===== config.mk =====
export PLATFORM = sky130hd
export DESIGN_NAME = snake_body_tracker
export DESIGN_NICKNAME = d
export VERILOG_FILES = /design/src/rtl/snake_body_tracker.sv
export SDC_FILE = /design/constraint.sdc
export NUM_CORES = 1
export LEC_CHECK = 0
export BUFFER_PORTS_ARGS = -buffer_cell sky130_fd_sc_hd__buf_2
export CAP_MARGIN = 20
export CELL_PAD_IN_SITES_DETAIL_PLACEMENT = 1
export CELL_PAD_IN_SITES_GLOBAL_PLACEMENT = 2
export CORE_MARGIN = 3
export CORE_UTILIZATION = 34
export DETAILED_ROUTE_END_ITERATION = 12
export PLACE_DENSITY = 0.85
export SYNTH_ARGS = -nofsm -noshare
export SYNTH_HDL_FRONTEND = slang
export SYNTH_SLANG_ARGS = --single-unit

===== constraint.sdc =====
create_clock -name clk -period 2.35 [get_ports clk]
set_input_delay 0.3525 -clock clk [delete_from_list [all_inputs] [get_ports clk]]
set_output_delay 0.3525 -clock clk [all_outputs]
set_load 0.1 [all_outputs]

===== src/rtl/snake_body_tracker.sv =====
// rtl/snake_body_tracker.sv - snake body history, serial self-collision check and occupancy lookup
module snake_body_tracker #(
  parameter int COORD_W = 3,
  parameter int MAX_LEN = 8,
  parameter int LEN_W   = 4
) (
  input  logic               clk,
  input  logic               reset,
  input  logic               step,
  input  logic [COORD_W-1:0] head_x,
  input  logic [COORD_W-1:0] head_y,
  input  logic               edge_collision,
  input  logic               grow,
  input  logic [COORD_W-1:0] query_x,
  input  logic [COORD_W-1:0] query_y,
  output logic               occupied,
  output logic [LEN_W-1:0]   len,
  output logic               busy,
  output logic               self_collision,
  output logic               game_over,
  output logic               step_dropped
);

  typedef enum logic [1:0] {
    S_IDLE  = 2'd0,
    S_CHECK = 2'd1,
    S_SHIFT = 2'd2,
    S_DEAD  = 2'd3
  } state_t;

  state_t state_q, state_d;

  logic [COORD_W-1:0] body_x_q [MAX_LEN];
  logic [COORD_W-1:0] body_x_d [MAX_LEN];
  logic [COORD_W-1:0] body_y_q [MAX_LEN];
  logic [COORD_W-1:0] body_y_d [MAX_LEN];

  logic [LEN_W-1:0]   len_q, len_d;
  logic [LEN_W-1:0]   len_eff_q, len_eff_d;
  logic [LEN_W-1:0]   idx_q, idx_d;
  logic [COORD_W-1:0] new_x_q, new_x_d;
  logic [COORD_W-1:0] new_y_q, new_y_d;
  logic               grow_pend_q, grow_pend_d;
  logic               occupied_q, occupied_d;
  logic               self_collision_q, self_collision_d;
  logic               step_dropped_q, step_dropped_d;

  logic [COORD_W-1:0] sel_x, sel_y;
  logic               sel_hit;
  logic               sel_last;
  logic               len_eff_zero;
  logic               can_grow;

  // Pick the body entry under compare and derive the CHECK decision terms
  always_comb begin
    sel_x = '0;
    sel_y = '0;
    for (int i = 0; i < MAX_LEN; i++) begin
      if (idx_q == LEN_W'(i)) begin
        sel_x = body_x_q[i];
        sel_y = body_y_q[i];
      end
    end
    sel_hit      = (sel_x == new_x_q) && (sel_y == new_y_q);
    sel_last     = (idx_q == (len_eff_q - LEN_W'(1)));
    len_eff_zero = (len_eff_q == '0);
    can_grow     = grow_pend_q && (len_q < LEN_W'(MAX_LEN));
  end

  // State register
  always_ff @(posedge clk or negedge reset) begin
    if (!reset) begin
      state_q <= S_IDLE;
    end else begin
      state_q <= state_d;
    end
  end

  // Next-state logic; a wall hit overrides everything else in the same cycle
  always_comb begin
    state_d = state_q;
    if (edge_collision) begin
      state_d = S_DEAD;
    end else begin
      case (state_q)
        S_IDLE:  if (step) state_d = S_CHECK;
        S_CHECK: begin
          if (len_eff_zero)  state_d = S_SHIFT;
          else if (sel_hit)  state_d = S_DEAD;
          else if (sel_last) state_d = S_SHIFT;
        end
        S_SHIFT: state_d = S_IDLE;
        default: state_d = S_DEAD;
      endcase
    end
  end

  // Outputs decoded from state and registered status
  always_comb begin
    busy           = (state_q == S_CHECK) || (state_q == S_SHIFT);
    game_over      = (state_q == S_DEAD);
    occupied       = occupied_q;
    len            = len_q;
    self_collision = self_collision_q;
    step_dropped   = step_dropped_q;
  end

  // Datapath next values: head latch, compare index, body shift, growth and status flags
  always_comb begin
    body_x_d         = body_x_q;
    body_y_d         = body_y_q;
    len_d            = len_q;
    len_eff_d        = len_eff_q;
    idx_d            = idx_q;
    new_x_d          = new_x_q;
    new_y_d          = new_y_q;
    grow_pend_d      = grow_pend_q;
    self_collision_d = self_collision_q;
    step_dropped_d   = step_dropped_q;

    occupied_d = 1'b0;
    for (int i = 0; i < MAX_LEN; i++) begin
      if ((LEN_W'(i) < len_q) && (body_x_q[i] == query_x) && (body_y_q[i] == query_y)) begin
        occupied_d = 1'b1;
      end
    end

    if (grow && (state_q != S_DEAD)) begin
      grow_pend_d = 1'b1;
    end
    if (step && (state_q != S_IDLE)) begin
      step_dropped_d = 1'b1;
    end

    if (!edge_collision) begin
      case (state_q)
        S_IDLE: begin
          if (step) begin
            new_x_d   = head_x;
            new_y_d   = head_y;
            idx_d     = '0;
            // Without growth the tail leaves its cell, so it is excluded from the compare
            len_eff_d = can_grow ? len_q : (len_q - LEN_W'(1));
          end
        end
        S_CHECK: begin
          if (!len_eff_zero) begin
            if (sel_hit) begin
              self_collision_d = 1'b1;
            end else if (!sel_last) begin
              idx_d = idx_q + LEN_W'(1);
            end
          end
        end
        S_SHIFT: begin
          for (int i = 1; i < MAX_LEN; i++) begin
            body_x_d[i] = body_x_q[i-1];
            body_y_d[i] = body_y_q[i-1];
          end
          body_x_d[0] = new_x_q;
          body_y_d[0] = new_y_q;
          if (can_grow) begin
            len_d = len_q + LEN_W'(1);
          end
          // A grow landing on the shift cycle is kept for the following step
          grow_pend_d = grow;
        end
        default: ;
      endcase
    end
  end

  // Datapath registers
  always_ff @(posedge clk or negedge reset) begin
    if (!reset) begin
      for (int i = 0; i < MAX_LEN; i++) begin
        body_x_q[i] <= '0;
        body_y_q[i] <= '0;
      end
      len_q            <= LEN_W'(1);
      len_eff_q        <= '0;
      idx_q            <= '0;
      new_x_q          <= '0;
      new_y_q          <= '0;
      grow_pend_q      <= 1'b0;
      occupied_q       <= 1'b0;
      self_collision_q <= 1'b0;
      step_dropped_q   <= 1'b0;
    end else begin
      body_x_q         <= body_x_d;
      body_y_q         <= body_y_d;
      len_q            <= len_d;
      len_eff_q        <= len_eff_d;
      idx_q            <= idx_d;
      new_x_q          <= new_x_d;
      new_y_q          <= new_y_d;
      grow_pend_q      <= grow_pend_d;
      occupied_q       <= occupied_d;
      self_collision_q <= self_collision_d;
      step_dropped_q   <= step_dropped_d;
    end
  end

endmodule


After elaboration in Yosys (flattened, before gate mapping)
Index checks and enable logic that the tools add are counted.
{ "totals": {"mem_count": 0, "mem_bits_rw": 0, "word_cells": 148, "out_inout_bits": 9, "mem_bits_ro": 0, "regBits": 72, "input_bits": 17, "latchBits": 0} }
{ "op_classes": {"muxes": 39, "multipliers": 0, "bitwise": 2, "n_lt_le_gt_ge": 9, "add_sub_neg": 4, "eq_ne": 36, "div": 0, "shift": 0, "reduce_logical": 32} }
{ "ops": {"columns": ["op", "n"], "rows": [
  ["3-bit equality test", 18],
  ["3-bit 2-to-1 mux", 16],
  ["1-bit logical AND", 20],
  ["4-bit 2-to-1 mux", 5],
  ["4-bit by 3-bit equality test with 1-bit output, second input constant", 4],
  ["3-bit by 4-bit < comparator with 1-bit output, first input constant", 4],
  ["1-bit 2-to-1 mux", 11],
  ["2-bit 2-to-1 mux", 5],
  ["2-bit != test, second input constant", 5],
  ["4-bit by 1-bit adder with 4-bit output, second input constant", 2],
  ["4-bit by 2-bit equality test with 1-bit output, second input constant", 2],
  ["4-bit logical NOT", 2],
  ["1-bit by 4-bit < comparator with 1-bit output, first input constant", 2],
  ["2-bit by 4-bit < comparator with 1-bit output, first input constant", 2],
  ["4-bit case mux with 2 select lines", 1],
  ["4-bit by 1-bit subtractor with 4-bit output, second input constant", 2],
  ["2-bit case mux with 3 select lines", 1],
  ["3-bit AND reduction", 2],
  ["6-bit AND reduction", 1],
  ["5-bit != test, second input constant", 1],
  ["2-bit equality test, second input constant", 2],
  ["4-bit by 1-bit equality test with 1-bit output, second input constant", 1],
  ["4-bit equality test", 1],
  ["4-bit < comparator, second input constant", 1],
  ["other kinds (8)", 11]
]} }

Depth between registers and ports, before layout
Gate-level depths: netlist of the first run.
{ "logic_depth": {"depth_word": 15, "depth_mapped": 12, "ltp_nobuf": 10} }

Least setup slack after synthesis of the first run
No wires, ideal clock.
{ "synth_timing": {"kind": "register to register", "startpoint": "register idx_q[0]", "endpoint": "register state_q[1]", "setup_ns": 0.126, "n_path_buf": 2, "stages_incl_launch_ff": 12, "path_slack_ns": -0.194, "required_time_ns": 2.224, "arrival_ns": 2.418, "period_less_slack_ns": 2.544, "path_cell_list": "dfrtp_1 -> inv_1 -> ha_1 -> buf_4 -> buf_4 -> a221oi_1 -> o22ai_1 -> xor2_1 -> nand4b_2 -> o31ai_4 -> a21oi_1 -> a311o_1"} }
{ "synth_via": {"elab_chain_cells": 15, "elab_cells_between_ends": 34, "classes_between": "eq/ne (11); mux (20); reduce/logical (3)"} }
{ "synth_lines": {"columns": ["item", "line_no", "source"], "rows": [
  ["start, declared", "40", "logic [LEN_W-1:0] idx_q, idx_d;"],
  ["start signal, assigned", "194", "idx_q <= idx_d;"],
  ["4-bit logical NOT", "59", "if (idx_q == LEN_W'(i)) begin"],
  ["3-bit 2-to-1 mux (8 in a row)", "59", null],
  ["3-bit equality test", "64", "sel_hit = (sel_x == new_x_q) && (sel_y == new_y_q);"],
  ["1-bit logical AND", "64", null],
  ["2-bit 2-to-1 mux", "89", "else if (sel_hit) state_d = S_DEAD;"],
  ["2-bit 2-to-1 mux", "88", "if (len_eff_zero) state_d = S_SHIFT;"],
  ["2-bit case mux with 3 select lines", "85", "case (state_q)"],
  ["2-bit 2-to-1 mux", "82", "if (edge_collision) begin"],
  ["end signal, assigned", "75", "state_q <= state_d;"],
  ["end, declared", "31", "state_t state_q, state_d;"]
]} }
Parallel ways exist; a longest one is shown, timed or not.
A chain may end at the register's enable or synchronous reset.

Worst setup path in the final report of the first run
{ "layout_timing": {"startpoint": "register idx_q[1]", "endpoint": "register idx_q[3]"} }
{ "layout_via": {"elab_chain_cells": 13, "elab_cells_between_ends": 36, "classes_between": "add/sub (1); eq/ne (12); mux (20); reduce/logical (3)"} }
{ "layout_lines": {"columns": ["item", "line_no"], "rows": [
  ["4-bit logical NOT", "59"],
  ["3-bit 2-to-1 mux (8 in a row)", "59"],
  ["3-bit equality test", "64"],
  ["1-bit logical AND", "64"],
  ["2-bit != test (no source line)", null],
  ["6-bit AND reduction (no source line)", null]
]} }
Parallel ways exist; a longest one is shown, timed or not. The select of a mux whose other input is x is not followed.

==> summary.md, run 1 <==
In this run the top signal layer used is met4. CTS saw 72 sinks. The number of H-tree levels was 3; the met2 wire length was 6850 um. sky130_fd_sc_hd__dfrtp_1 takes more of the synthesized area than any other cell.

The run gives 0 as the reported max-cap violation count. The number of nets handed over by synthesis was 544. Maximum number of pins on one net before global-route repair: 38. Of the total power, the share spent switching nets is 33.4%. In the routed layout, each cell is associated on average with a via count of 5.31. In this run, synthesis inferred 0 flip-flops with an integrated enable. The area enclosed by the die boundary is 14500 sq um, and the synthesized cell area is 4470 sq um. Setup violations remaining at the end of the flow were counted as 7. After synthesis, the netlist uses 54 different library cells. STA puts the critical path data required time at 2.58 ns.

The via count of the first global-routing pass is 4121. The critical path is of the reg -> reg type. The mean post-synth cell area came out at 8.69 sq um.

The logs give 3.62 mW for the total power consumption of the routed design and 0 for the total congestion overflow. The run gives 0 as the post-route DRC violation count. The instance count of the mapped netlist is 514, and the post-synthesis sequential element count is 72. The post-route netlist has 24.5% of its cells at a drive strength greater than 1. The maximum count of clock buffers along a single path was 2. The tree is rooted in a sky130_fd_sc_hd__clkbuf_16.

The repair_antennas step left the layout with diodes totalling 0. Sequential cells account for 42.9% of the total power. After detailed routing, the average wire length per cell comes to 19.3 um. Clock latency on the worst-skew pair, taken at its later pin, is 0.35 ns. Across the VDD grid, the largest voltage drop is 0.000347 V. At the pin with the least slew margin, the transition time is 0.566 ns. Die outline height: 121 um.

The number of buffers added on ports is 25. The final reports fail on setup timing. The total negative setup slack is -2.36 ns, and the register clock-pin slew on the reported worst setup and hold paths is 0.05 ns.

The first TritonRoute pass finished after 5 iterations. The buffers plus inverters on the worst setup path is 1, and the number of pins exceeding their max-slew limit in the final report is 0. The wire-length estimate of the detail-placed layout is 10400 um. From synthesis to final layout, the design area changed by 25.8%.

The worst path uses 120% of the clock period. The initial utilization of the core area, before any placement, comes to 35.1%. The worst setup margin is -0.480 ns.

The cell class contributing the biggest share of worst-path delay is compound AO/OA/AOI/OAI gates. The tools report the routed length on met3 as 694 um. The net count of the finished layout is 610.

The worst min-delay path category was in -> reg. The analysis attributes to net switching a power of 1.21 mW. The total via count in the routed design came out at 4012.

Across the routed clock network, the largest skew measured is 0.00485 ns. The total routed wire length on the met1 layer came out at 6760 um. Yosys attributes the largest share of cell area to sky130_fd_sc_hd__dfrtp_1 (40%), sky130_fd_sc_hd__nand2_1 (11%), sky130_fd_sc_hd__xnor2_1 (7.3%), sky130_fd_sc_hd__xor2_1 (5.1%), sky130_fd_sc_hd__ha_1 (3.6%).

TritonCTS built the clock tree. The internal portion of the total power is 2.41 mW. Per report_power, the combinational group accounts for 21.2% of the total.

Clock tree synthesis inserted a total of 9 buffers. The number of nets with antenna violations after routing is 0, and the violation count after the first detailed-routing iteration is 205. The leakage power of the design is 2.54 nW, and the initial antenna violation count is 0. The run gives 40.4% as the fraction of the yosys area taken by sequential cells.

The flow ran to the end, but the final reports show violations. The area inside the core boundary came out at 12700 sq um. The normalized max-slew margin was 61.9%.

The top fanout value on the critical path works out to 5. Of all flip-flops after synthesis, the portion carrying an async set or reset was 100%. After detailed routing, the total wire length is 14600 um.

The critical path goes through ha_2 -> or3_4 -> a221oi_2 -> o22ai_1 -> nand3_1 -> nand4b_4 -> buf_4 -> o32ai_2 -> o21ai_0 -> nor3b_1. The run gives 0.353 GHz as the peak clock frequency supported by timing. The critical path startpoint category is a flip-flop. The final number of hold-violating endpoints came out at 0.

The count of pins on the block boundary is 26, and the peak per-stage delay on the critical path is 0.46 ns. Summed over its instances, the top area cell type makes up 39.8% of the synthesized netlist area. Row generation in the floorplan step produced 41 rows.

The prevailing post-synth register cell was sky130_fd_sc_hd__dfrtp_1. The data arrival at the endpoint of the critical path was 3.06 ns. On the critical path, the stage with the largest delay is an instance of sky130_fd_sc_hd__dfrtp_2. STA classifies the critical path endpoint as a flip-flop.

The run gives 23300 um as the wire length of the first global-routing pass. Cells fill 44.2% of the core in the end. Prior to clock tree synthesis, the placed netlist has a worst setup slack of -0.375 ns.

Final weighted congestion in routability-driven placement: 0.904. The clock network burns 35.9% of the power. The shortest clock period the worst path allows after layout was 2.83 ns; the total of fill cells in the finished design was 1508. Setup repair after global routing could not meet its margin everywhere.

Power spread over the standard cell area amounts to 644 nW/um^2. During synthesis, Yosys emitted a total of 0 warnings. Global routing used 20.9% of the available tracks across all layers. The width of the die works out to 121 um.
stage by stage:
| step | instance area [sq um] | instances | hold slack [ns] |
|---|---|---|---|
| 5_1_grt | 5620 | 756 | 0.236 |
| 4_1_cts | 5560 | 752 | 0.222 |
| 6_report | 5620 | 756 | 0.237 |
| 2_1_floorplan | 4500 | 514 | 0.0569 |
| 3_3_place_gp | 5070 | 726 | 0.362 |
| 3_5_place_dp | 5070 | 726 | 0.369 |
placed cells by master, fill, tap and decap left out, types with 3 or more instances in the layout:
master                      instances
sky130_fd_sc_hd__nand2_1          132
sky130_fd_sc_hd__dfrtp_1           68
sky130_fd_sc_hd__buf_4             53
sky130_fd_sc_hd__xnor2_1           37
sky130_fd_sc_hd__o21ai_0           27
sky130_fd_sc_hd__xor2_1            25
sky130_fd_sc_hd__a21oi_1           24
sky130_fd_sc_hd__buf_2             24
sky130_fd_sc_hd__inv_1             22
sky130_fd_sc_hd__nor2_1            12
sky130_fd_sc_hd__nor4_1             9
sky130_fd_sc_hd__ha_1               9
sky130_fd_sc_hd__clkbuf_16          9
sky130_fd_sc_hd__nor3_1             7
sky130_fd_sc_hd__nand4_1            7
sky130_fd_sc_hd__nand3b_1           7
sky130_fd_sc_hd__a221oi_2           7
sky130_fd_sc_hd__mux2_2             7
sky130_fd_sc_hd__nor2b_1            6
sky130_fd_sc_hd__nand3_1            5
sky130_fd_sc_hd__nand2b_1           4
sky130_fd_sc_hd__nor3b_1            4
sky130_fd_sc_hd__a22oi_1            4
sky130_fd_sc_hd__buf_6              4
sky130_fd_sc_hd__a211oi_1           3
sky130_fd_sc_hd__o21ai_1            3
sky130_fd_sc_hd__o22ai_1            3
sky130_fd_sc_hd__ha_4               3
sky130_fd_sc_hd__dfrtp_2            3
sky130_fd_sc_hd__buf_12             3
flip-flops by register name, summed over array words and instances, names as in the netlist:
register / flops
occupied: 1
len_eff_q: 4
new_x_q: 3
idx_q: 4
state_q: 2
len: 4
grow_pend_q: 1
step_dropped: 1
body_x_q: 24
body_y_q: 24
new_y_q: 3
self_collision: 1
repair_timing:
item                                   in CTS  in global routing
endpoints found under the hold margin      19                  0
hold buffers                                1                  0
setup endpoints to repair                   7                  7
resized for setup                          21                  5
pin swaps                                  20                  7
gates cloned                                1                  0
setup buffers                              10                  4
final cells by class:
class                   count  area, sq um  share of cell area, %
multi-input cells         386         2550                   45.4
flip-flops and latches     72         1810                   32.2
clock inverters             3         17.5                  0.312
repair buffers             87          681                   12.1
well taps                 172          215                   3.83
clock buffers              12          256                   4.56
inverters                  24         92.6                   1.65
synthesized netlist by cell type (2+ instances only):
cell type                   instances
sky130_fd_sc_hd__nand2_1          132
sky130_fd_sc_hd__o22ai_1            3
sky130_fd_sc_hd__ha_1              13
sky130_fd_sc_hd__or3_1              2
sky130_fd_sc_hd__nor3b_1            4
sky130_fd_sc_hd__nand3_1            5
sky130_fd_sc_hd__buf_4              2
sky130_fd_sc_hd__xnor2_1           37
sky130_fd_sc_hd__nor4_1            10
sky130_fd_sc_hd__nand4_1            7
sky130_fd_sc_hd__a21oi_1           25
sky130_fd_sc_hd__inv_1             24
sky130_fd_sc_hd__nor2_1            12
sky130_fd_sc_hd__buf_1              2
sky130_fd_sc_hd__a211oi_1           3
sky130_fd_sc_hd__a2111oi_2          2
sky130_fd_sc_hd__buf_2             13
sky130_fd_sc_hd__or4_1              2
sky130_fd_sc_hd__a22oi_1            5
sky130_fd_sc_hd__a22o_1             2
sky130_fd_sc_hd__nand2b_1           5
sky130_fd_sc_hd__xor2_1            26
sky130_fd_sc_hd__o21ai_0           29
sky130_fd_sc_hd__nor3_1             8
sky130_fd_sc_hd__a221oi_1           2
sky130_fd_sc_hd__o311ai_1           2
sky130_fd_sc_hd__a21o_1             2
sky130_fd_sc_hd__mux2_2             7
sky130_fd_sc_hd__clkbuf_1          14
sky130_fd_sc_hd__nand3b_1           7
sky130_fd_sc_hd__nor2b_1            8
sky130_fd_sc_hd__o211ai_1           2
sky130_fd_sc_hd__dfrtp_1           71
sky130_fd_sc_hd__a221oi_2           6
power groups by stage:
stage / clock network [mW] / registers [mW] / logic [mW]
floorplan: 0 / 1.65 / 0.398
global placement: 0 / 1.57 / 0.719
detailed placement: 0 / 1.57 / 0.740
CTS: 1.33 / 1.55 / 0.763
global route: 1.39 / 1.57 / 0.837
finish: 1.30 / 1.55 / 0.766
worst reg2reg max path: stages, from the launching register on:
cell and delay (ns):
sky130_fd_sc_hd__dfrtp_2 0.46, sky130_fd_sc_hd__ha_2 0.25, sky130_fd_sc_hd__or3_4 0.40, sky130_fd_sc_hd__a221oi_2 0.28, sky130_fd_sc_hd__o22ai_1 0.17, sky130_fd_sc_hd__nand3_1 0.15, sky130_fd_sc_hd__nand4b_4 0.14, sky130_fd_sc_hd__buf_4 0.16
sky130_fd_sc_hd__o32ai_2 0.35, sky130_fd_sc_hd__o21ai_0 0.17, sky130_fd_sc_hd__nor3b_1 0.17
metal layers:
layer / vias up / GRT usage, %
met3: 24 / 4.72
met1: 2014 / 28.7
met4: 0 / 7.65
li1: 1875 / -
met5: - / 0
met2: 99 / 32.2
cell families after synthesis:
kind of cell	Yosys count	synth area share, %
multiplexers	8	1.99
buffers and inverters	56	5.41
AND/OR/NAND/NOR	207	21.2
AO/OA/AOI/OAI	95	15.0
XOR/XNOR	63	12.4
adder cells (fa/ha/maj)	13	3.64
flip-flops	72	40.4
path summary, 6_finish.rpt:
path                                      from             end  slack [ns]  cells after the start
worst max-delay path                  idx_q[1]        idx_q[3]       -0.48                     10
worst min-delay path                 head_y[1]      new_y_q[1]        0.24                      2
worst max register to register        idx_q[1]        idx_q[3]       -0.48                     10
worst min register to register  self_collision  self_collision        0.46                      1
max in group asynchronous                reset        idx_q[0]        1.24                      3
min in group asynchronous                reset          len[3]        0.52                      2
Note: power is estimated with default switching activity, not from simulation.
==> inputs of run 2 (changes only) <==
--- a/config.mk
+++ b/config.mk
@@ -9,7 +9,6 @@
 export CAP_MARGIN = 20
 export CELL_PAD_IN_SITES_DETAIL_PLACEMENT = 1
 export CELL_PAD_IN_SITES_GLOBAL_PLACEMENT = 2
-export CORE_MARGIN = 3
 export CORE_UTILIZATION = 34
 export DETAILED_ROUTE_END_ITERATION = 12
 export PLACE_DENSITY = 0.85
==> summary.md, run 2 (synthesis results as in run 1) <==
For the total negative setup slack, the log shows -2.23 ns (+0.136 ns). The total via count in the routed design was 3972 (-1.0%); the area inside the core boundary was 12700 sq um (unchanged). The tools report the count of final setup violators as 7 (unchanged).

The tools report the endpoint class of the critical path as a flip-flop. The number of clock sinks was 72 (unchanged). The shortest clock period the worst path allows after layout works out to 2.74 ns (-0.0916 ns). Count of inserted antenna diode cells: 0 (unchanged).

The library cells used most frequently in the layout, excluding fill and tap cells, are sky130_fd_sc_hd__nand2_1 (132), sky130_fd_sc_hd__dfrtp_1 (68), sky130_fd_sc_hd__buf_4 (65). The area growth from synthesis to layout is 26.1%, and the number of H-tree levels is 3 (unchanged). The initial antenna violation count was 0 (unchanged); the normalized max-slew margin was 67.0% (+5.0 points).

The final number of hold-violating endpoints was 0 (unchanged); the total power divided by cell area was 662 nW/um^2 (+2.8%). The required time of the worst setup path was 2.63 ns (+0.05 ns); the global-route met2 utilization was 34.9% (+2.6 points). For the violation count after the first detailed-routing iteration, the log shows 229 (+12%). Area enclosed by the die boundary: 13600 sq um (-6.5%). The logs give 0 (unchanged) for the number of nets with antenna violations after routing and 3.32% (-1.4 points) for the global routing usage on met3. The total congestion overflow came out at 0 (unchanged). The critical path startpoint category is a flip-flop. Setup repair after global routing could not meet its margin everywhere. The global routing stage identified its most utilized layer as met2.

The run gives 2 (unchanged) as the maximum count of clock buffers along a single path. Average wire length per cell after detail routing: 18.2 um (-5.5%). The met1 demand-to-capacity share in global routing was 31.2% (+2.5 points); the worst setup margin was -0.388 ns (+0.0916 ns). The total length of routed wires was 13900 um (-4.6%).

The tightest hold margin was 0.224 ns (-0.0130 ns). The logs give 22.4% (+1.5 points) for the global-route total usage across every layer and 26 (unchanged) for the count of pins on the block boundary. For the post-route DRC violation count, the log shows 0 (unchanged). TritonCTS built the clock tree.

Measured slew at the worst slew-check pin: 0.496 ns (-0.0701 ns). The number of pins exceeding their max-slew limit in the final report is 0 (unchanged). In the final layout, the registers with the most flip-flops are body_x_q x24, body_y_q x24. The maximum vdd drop was 0.000305 V (-12%); the length in cells of the worst reg-to-reg path was 12 (+2). The top fanout value on the critical path works out to 16 (+11).

The path type of the worst setup path was reg -> reg. Worst hold path stage count: 2 (unchanged). The run gives 4040 (-2.0%) as the via count of the first global-routing pass. The width of the die is 117 um (-3.3%), and the total number of nets in the final design is 616 (+0.98%). For the clock insertion delay at the later pin of the skew report, the log shows 0.35 ns (about the same). The run gives 0.365 GHz (+3.3%) as the peak clock frequency supported by timing. Clock tree synthesis selected as its root buffer the cell sky130_fd_sc_hd__clkbuf_16.

The tools report the cell row count as 41 (unchanged). The setup slack after placement came out at -0.429 ns (-0.0550 ns). The starting utilization of the core area was 35.1% (unchanged).

The number of clock buffers inserted by TritonCTS was 9 (unchanged). The maximum number of pins on one net before global-route repair was 49 (+29%); the leakage power of the design was 2.55 nW (+0.51%). For the final weighted congestion in routability-driven placement, the log shows 0.913 (+0.96%).

For the first-pass detailed-route iteration total, the log shows 5 (unchanged). The register clock-pin slew on the reported worst setup and hold paths is 0.06 ns (about the same), and the reported max-cap violation count is 0 (unchanged). The die outline height is 117 um (-3.3%).

The number of buffers added on ports is 25 (unchanged). The data arrival at the endpoint of the critical path is 3.02 ns (-0.04 ns), and the post-DP HPWL is 9980 um (-4.0%). For the fraction of the core area covered by cells at the end of the flow, the log shows 44.3% (+0.11 points).

The clock skew is 0.00969 ns (+0.00485 ns), and the wire length of the first global-routing pass is 22400 um (-3.5%). The commonest non-fill, non-tap cell in the layout was sky130_fd_sc_hd__nand2_1. In this run the worst hold path is classified as in -> reg.

The run finished, with violations left. The per-cell via count in the routed design is 5.21 (-1.9%), and the final period utilization is 117% (-3.9 points). The fraction of final layout cells with drive strength greater than 1 was 24.9% (+0.39 points).

The final reports fail on setup timing.
-- run 2: cell types whose count changed in the layout (fill, tap and decap cells not counted), sizes merged --
| cell | previous run | this run |
|---|---|---|
| bufinv | 0 | 1 |
| buf | 85 | 92 |
| bufbuf | 1 | 0 |
| clkinv | 2 | 1 |
| clkbuf | 12 | 13 |
-- run 2: power by group --
group / switching [mW] / leakage [nW] / internal, mW
clock network: 0.525 / 0.146 / 0.878
registers: 0.166 / 0.937 / 1.37
logic: 0.506 / 1.47 / 0.284
total: 1.20 / 2.55 / 2.53
-- run 2: what timing repair did --
action                                 CTS  global route
endpoints found under the hold margin   28             0
setup endpoints to repair                7             7
hold buffers                             1             0
resized for setup                        7            15
buffers inserted                         4            11
pin swaps                                5            14
-- run 2: cell type report --
class / instances / area (sq um)
clock buffer: 13 / 260
clock inverter: 3 / 42.5
fill: 1525 / 7090
inverter: 24 / 92.6
multi-input combinational: 386 / 2550
sequential: 72 / 1810
tap: 172 / 215
timing repair buffer: 93 / 664
-- run 2: per-layer routing --
metal / vias to the layer above / routed length, um
li1: 1881 / -
met1: 2002 / 6620
met2: 71 / 6580
met3: 18 / 520
met4: 0 / 204
met5: - / 0
-- run 2: per-stage QoR --
| step | instance area (sq um) | instances | power, mW |
|---|---|---|---|
| finish | 5630 | 763 | 3.73 |
| global placement | 5100 | 731 | 2.30 |
| detailed placement | 5100 | 731 | 2.32 |
| floorplan | 4500 | 514 | 2.04 |
| CTS | 5480 | 752 | 3.75 |
| global route | 5630 | 763 | 3.91 |
-- run 2: worst paths after layout --
check	start	endpoint	slack [ns]
worst max-delay path	idx_q[1]	idx_q[1]	-0.39
worst min register to register	self_collision	self_collision	0.45
min in group asynchronous	reset	body_x_q[21]	0.48
worst min-delay path	grow	grow_pend_q	0.22
worst max register to register	idx_q[1]	idx_q[1]	-0.39
max in group asynchronous	reset	len[0]	1.22
-- run 2: critical path, cell delays in order, from the launching register on --
cell and delay (ns):
sky130_fd_sc_hd__dfrtp_2 0.45, sky130_fd_sc_hd__inv_2 0.13, sky130_fd_sc_hd__ha_4 0.27, sky130_fd_sc_hd__buf_4 0.16
sky130_fd_sc_hd__nor2_4 0.05, sky130_fd_sc_hd__a211oi_1 0.27, sky130_fd_sc_hd__o22ai_2 0.14, sky130_fd_sc_hd__xor2_1 0.20
sky130_fd_sc_hd__nand4b_2 0.19, sky130_fd_sc_hd__o31ai_4 0.30, sky130_fd_sc_hd__buf_4 0.18, sky130_fd_sc_hd__mux2i_1 0.18
sky130_fd_sc_hd__a22o_1 0.15
==> inputs of run 3 (changes only) <==
--- a/config.mk
+++ b/config.mk
@@ -9,7 +9,9 @@
 export CAP_MARGIN = 20
 export CELL_PAD_IN_SITES_DETAIL_PLACEMENT = 1
 export CELL_PAD_IN_SITES_GLOBAL_PLACEMENT = 2
+export CORE_MARGIN = 2
 export CORE_UTILIZATION = 34
+export CTS_CLUSTER_DIAMETER = 60
 export DETAILED_ROUTE_END_ITERATION = 12
 export PLACE_DENSITY = 0.85
 export SYNTH_ARGS = -nofsm -noshare
==> summary.md, run 3 (synthesis results as in run 1) <==
The final period utilization was 118% (+1.4 points). The slowest cell on the critical path is sky130_fd_sc_hd__dfrtp_2. The data arrival at the endpoint of the critical path was 3.00 ns (-0.02 ns); the maximum number of pins on one net before global-route repair was 49 (unchanged). The initial antenna violation count is 0 (unchanged). The wire length of the first global-routing pass is 22900 um (+2.0%), and the total net switching power is 1.21 mW (+1.3%). The peak clock frequency supported by timing came out at 0.361 GHz (-1.1%). The critical path goes through buf_6 -> ha_4 -> buf_6 -> nor3b_2 -> o311ai_2 -> o211ai_1 -> xor2_1 -> o21ai_2 -> o31ai_4 -> a21oi_1 -> a311o_1. The first-pass detailed-route iteration total came out at 4 (-1). Total number of nets in the final design: 614 (-0.32%). The tools report the number of H-tree levels as 3 (unchanged). The buffers plus inverters on the worst setup path was 2 (-1); the shortest clock period the worst path allows after layout was 2.77 ns (+0.0317 ns). The total of fill cells in the finished design is 1519 (-0.39%). The logs give 0.00667 ns (-0.00302 ns) for the clock skew and 12700 sq um (unchanged) for the area inside the core boundary.

The peak per-stage delay on the critical path was 0.43 ns (-0.02 ns). The width of the die is 119 um (+1.7%). The total congestion overflow is 0 (unchanged).

The count of pins on the block boundary came out at 26 (unchanged). The length in cells of the worst reg-to-reg path is 11 (-1), and the total power divided by cell area is 655 nW/um^2 (-1.1%). Fraction of final layout cells with drive strength greater than 1: 25.3% (+0.42 points).

The run gives 65.9% (-1.1 points) as the normalized max-slew margin. Logic depth of the worst path, buffers included: 11 (-1). Starting utilization of the core area: 35.1% (unchanged). The startpoint of the lowest-slack hold path is grow. The clock insertion delay at the later pin of the skew report was 0.35 ns (about the same). Setup repair after global routing could not meet its margin everywhere. The leakage power of the design came out at 2.56 nW (+0.12%). The top fanout value on the critical path works out to 6 (-10). The most numerous cell on the critical path is sky130_fd_sc_hd__buf_6. The flow ran to the end, but the final reports show violations. The tools report the buffer cell driving the clock tree root as sky130_fd_sc_hd__clkbuf_16. For the worst setup margin, the log shows -0.420 ns (-0.0317 ns). For the total via count in the routed design, the log shows 3993 (+0.53%). In this run the critical register-to-register path is launched from idx_q[0]. The number of nets with antenna violations after routing was 0 (unchanged). The number of clock buffers inserted by TritonCTS came out at 9 (unchanged).

The critical path startpoint category was a flip-flop. The placement-stage cell area was 5070 sq um (-0.44%). The number of pins exceeding their max-slew limit in the final report was 0 (unchanged). The per-cell via count in the routed design is 5.25 (+0.79%), and the area enclosed by the die boundary is 14100 sq um (+3.5%).

The checks that failed: setup timing. The measured slew at the worst slew-check pin came out at 0.512 ns (+0.0160 ns). The setup slack after placement was -0.401 ns (+0.0287 ns); the count of final setup violators was 7 (unchanged). The design area is 5600 sq um (-0.53%), and the reported max-cap violation count is 0 (unchanged). The net switching fraction of the power works out to 33.1% (+0.95 points).

The worst min-delay path category is in -> reg. The post-DP HPWL came out at 10200 um (+2.5%). The tools report the global-route total usage across every layer as 21.2% (-1.2 points). In the final layout, the registers with the most flip-flops are body_x_q x24, body_y_q x24.

In the layout the commonest cells are sky130_fd_sc_hd__nand2_1 (132), sky130_fd_sc_hd__dfrtp_1 (68), sky130_fd_sc_hd__buf_4 (61). Internal power component: 2.46 mW (-3.0%). The via count of the first global-routing pass was 4120 (+2.0%); the average wire length per cell after detail routing was 18.6 um (+1.7%). Number of buffers added on ports: 25 (unchanged).

Compared with the post-synthesis result, the final layout area differs by 25.4%. The die outline height came out at 119 um (+1.7%). Cell class contributing the biggest share of worst-path delay: compound AO/OA/AOI/OAI gates. Leaving out fill and tap cells, the most frequent cell in the layout is sky130_fd_sc_hd__nand2_1. TritonCTS built the clock tree.

Maximum vdd drop: 0.000456 V (+50%). The total length of routed wires is 14100 um (+1.5%). The run gives 2 (unchanged) as the maximum count of clock buffers along a single path.

The required time of the worst setup path was 2.58 ns (-0.05 ns). Combinational share of power: 21.9% (+0.7 points). For the number of clock sinks, the log shows 72 (unchanged). The logs give 36.3% (-1.4 points) for the proportion of power drawn by the clock network and 233 (+1.7%) for the violation count after the first detailed-routing iteration. Count of inserted antenna diode cells: 0 (unchanged). For the share of power burned in registers, the log shows 41.8% (+0.6 points). The cell row count is 41 (unchanged), and the register clock-pin slew on the reported worst setup and hold paths is 0.06 ns (about the same). Final cell count without fillers: 761 (-0.26%). The most critical setup path has its endpoint at state_q[1].

The post-route DRC violation count is 0 (unchanged), and the total negative setup slack is -2.39 ns (-0.165 ns). The worst setup slack for register-to-register paths is -0.42 ns (-0.03 ns), and the number of placed instances, taps included is 728 (-0.41%). The tools report the first element of the critical path as idx_q[0].

The path type of the worst setup path was reg -> reg. The run gives 0 (unchanged) as the final number of hold-violating endpoints. The final weighted congestion in routability-driven placement came out at 0.923 (+1.1%). The endpoint of the most critical register-to-register path was state_q[1].

The tools report the endpoint class of the critical path as a flip-flop.
-- run 3: changes by cell type in the layout (fill, tap and decap cells not counted), moves of 2 or more --
cell	previous run	this run
sky130_fd_sc_hd__o21ai_0	28	25
sky130_fd_sc_hd__clkinv_2	1	3
sky130_fd_sc_hd__o21ai_1	2	5
sky130_fd_sc_hd__buf_4	65	61
sky130_fd_sc_hd__buf_6	1	3
-- run 3: worst min-delay path by stage --
stage | end | depth (start not counted) | slack, ns
after floorplan | body_x_q[0] | 0 | 0.06
after global placement | body_x_q[15] | 1 | 0.36
after detailed placement | new_x_q[0] | 1 | 0.36
after CTS | grow_pend_q | 2 | 0.21
after global routing | grow_pend_q | 2 | 0.22
final | grow_pend_q | 2 | 0.22
-- run 3: final cells by class --
| class | instances | area [sq um] | share of cell area [%] |
|---|---|---|---|
| Inverter | 24 | 90.1 | 1.61 |
| Timing Repair Buffer | 91 | 657 | 11.7 |
| Multi-Input combinational cell | 386 | 2550 | 45.5 |
| Sequential cell | 72 | 1810 | 32.2 |
| Clock buffer | 13 | 270 | 4.82 |
| Clock inverter | 3 | 15.0 | 0.268 |
| Tap cell | 172 | 215 | 3.84 |
-- run 3: layer usage --
metal / global-route usage (%) / part of all wire, % / wire length, um
met5: 0 / 0 / 0
met4: 9.00 / 2.4 / 341
met3: 2.94 / 5.3 / 750
met1: 29.1 / 45 / 6340
met2: 33.3 / 47 / 6700
-- run 3: stage by stage --
step,utilization [%],hold slack (ns),power [mW]
after floorplan,-,0.0569,2.04
after global placement,39.9,0.359,2.30
after detailed placement,39.9,0.361,2.33
after CTS,43.5,0.206,3.70
after global routing,44.0,0.222,3.85
final,44.0,0.222,3.67
-- run 3: timing repair --
action,CTS,global route
endpoints found under the setup margin,7,7
pin swaps,15,3
setup buffers,13,3
hold endpoints to repair,35,0
gates resized for setup,19,10
hold buffers,1,0
-- run 3: power by group through the flow --
stage	combinational [mW]	sequential (mW)	clock, mW
2_1_floorplan	0.398	1.65	0
3_3_place_gp	0.757	1.55	0
3_5_place_dp	0.776	1.56	0
4_1_cts	0.796	1.53	1.37
5_1_grt	0.875	1.55	1.42
6_report	0.802	1.53	1.33
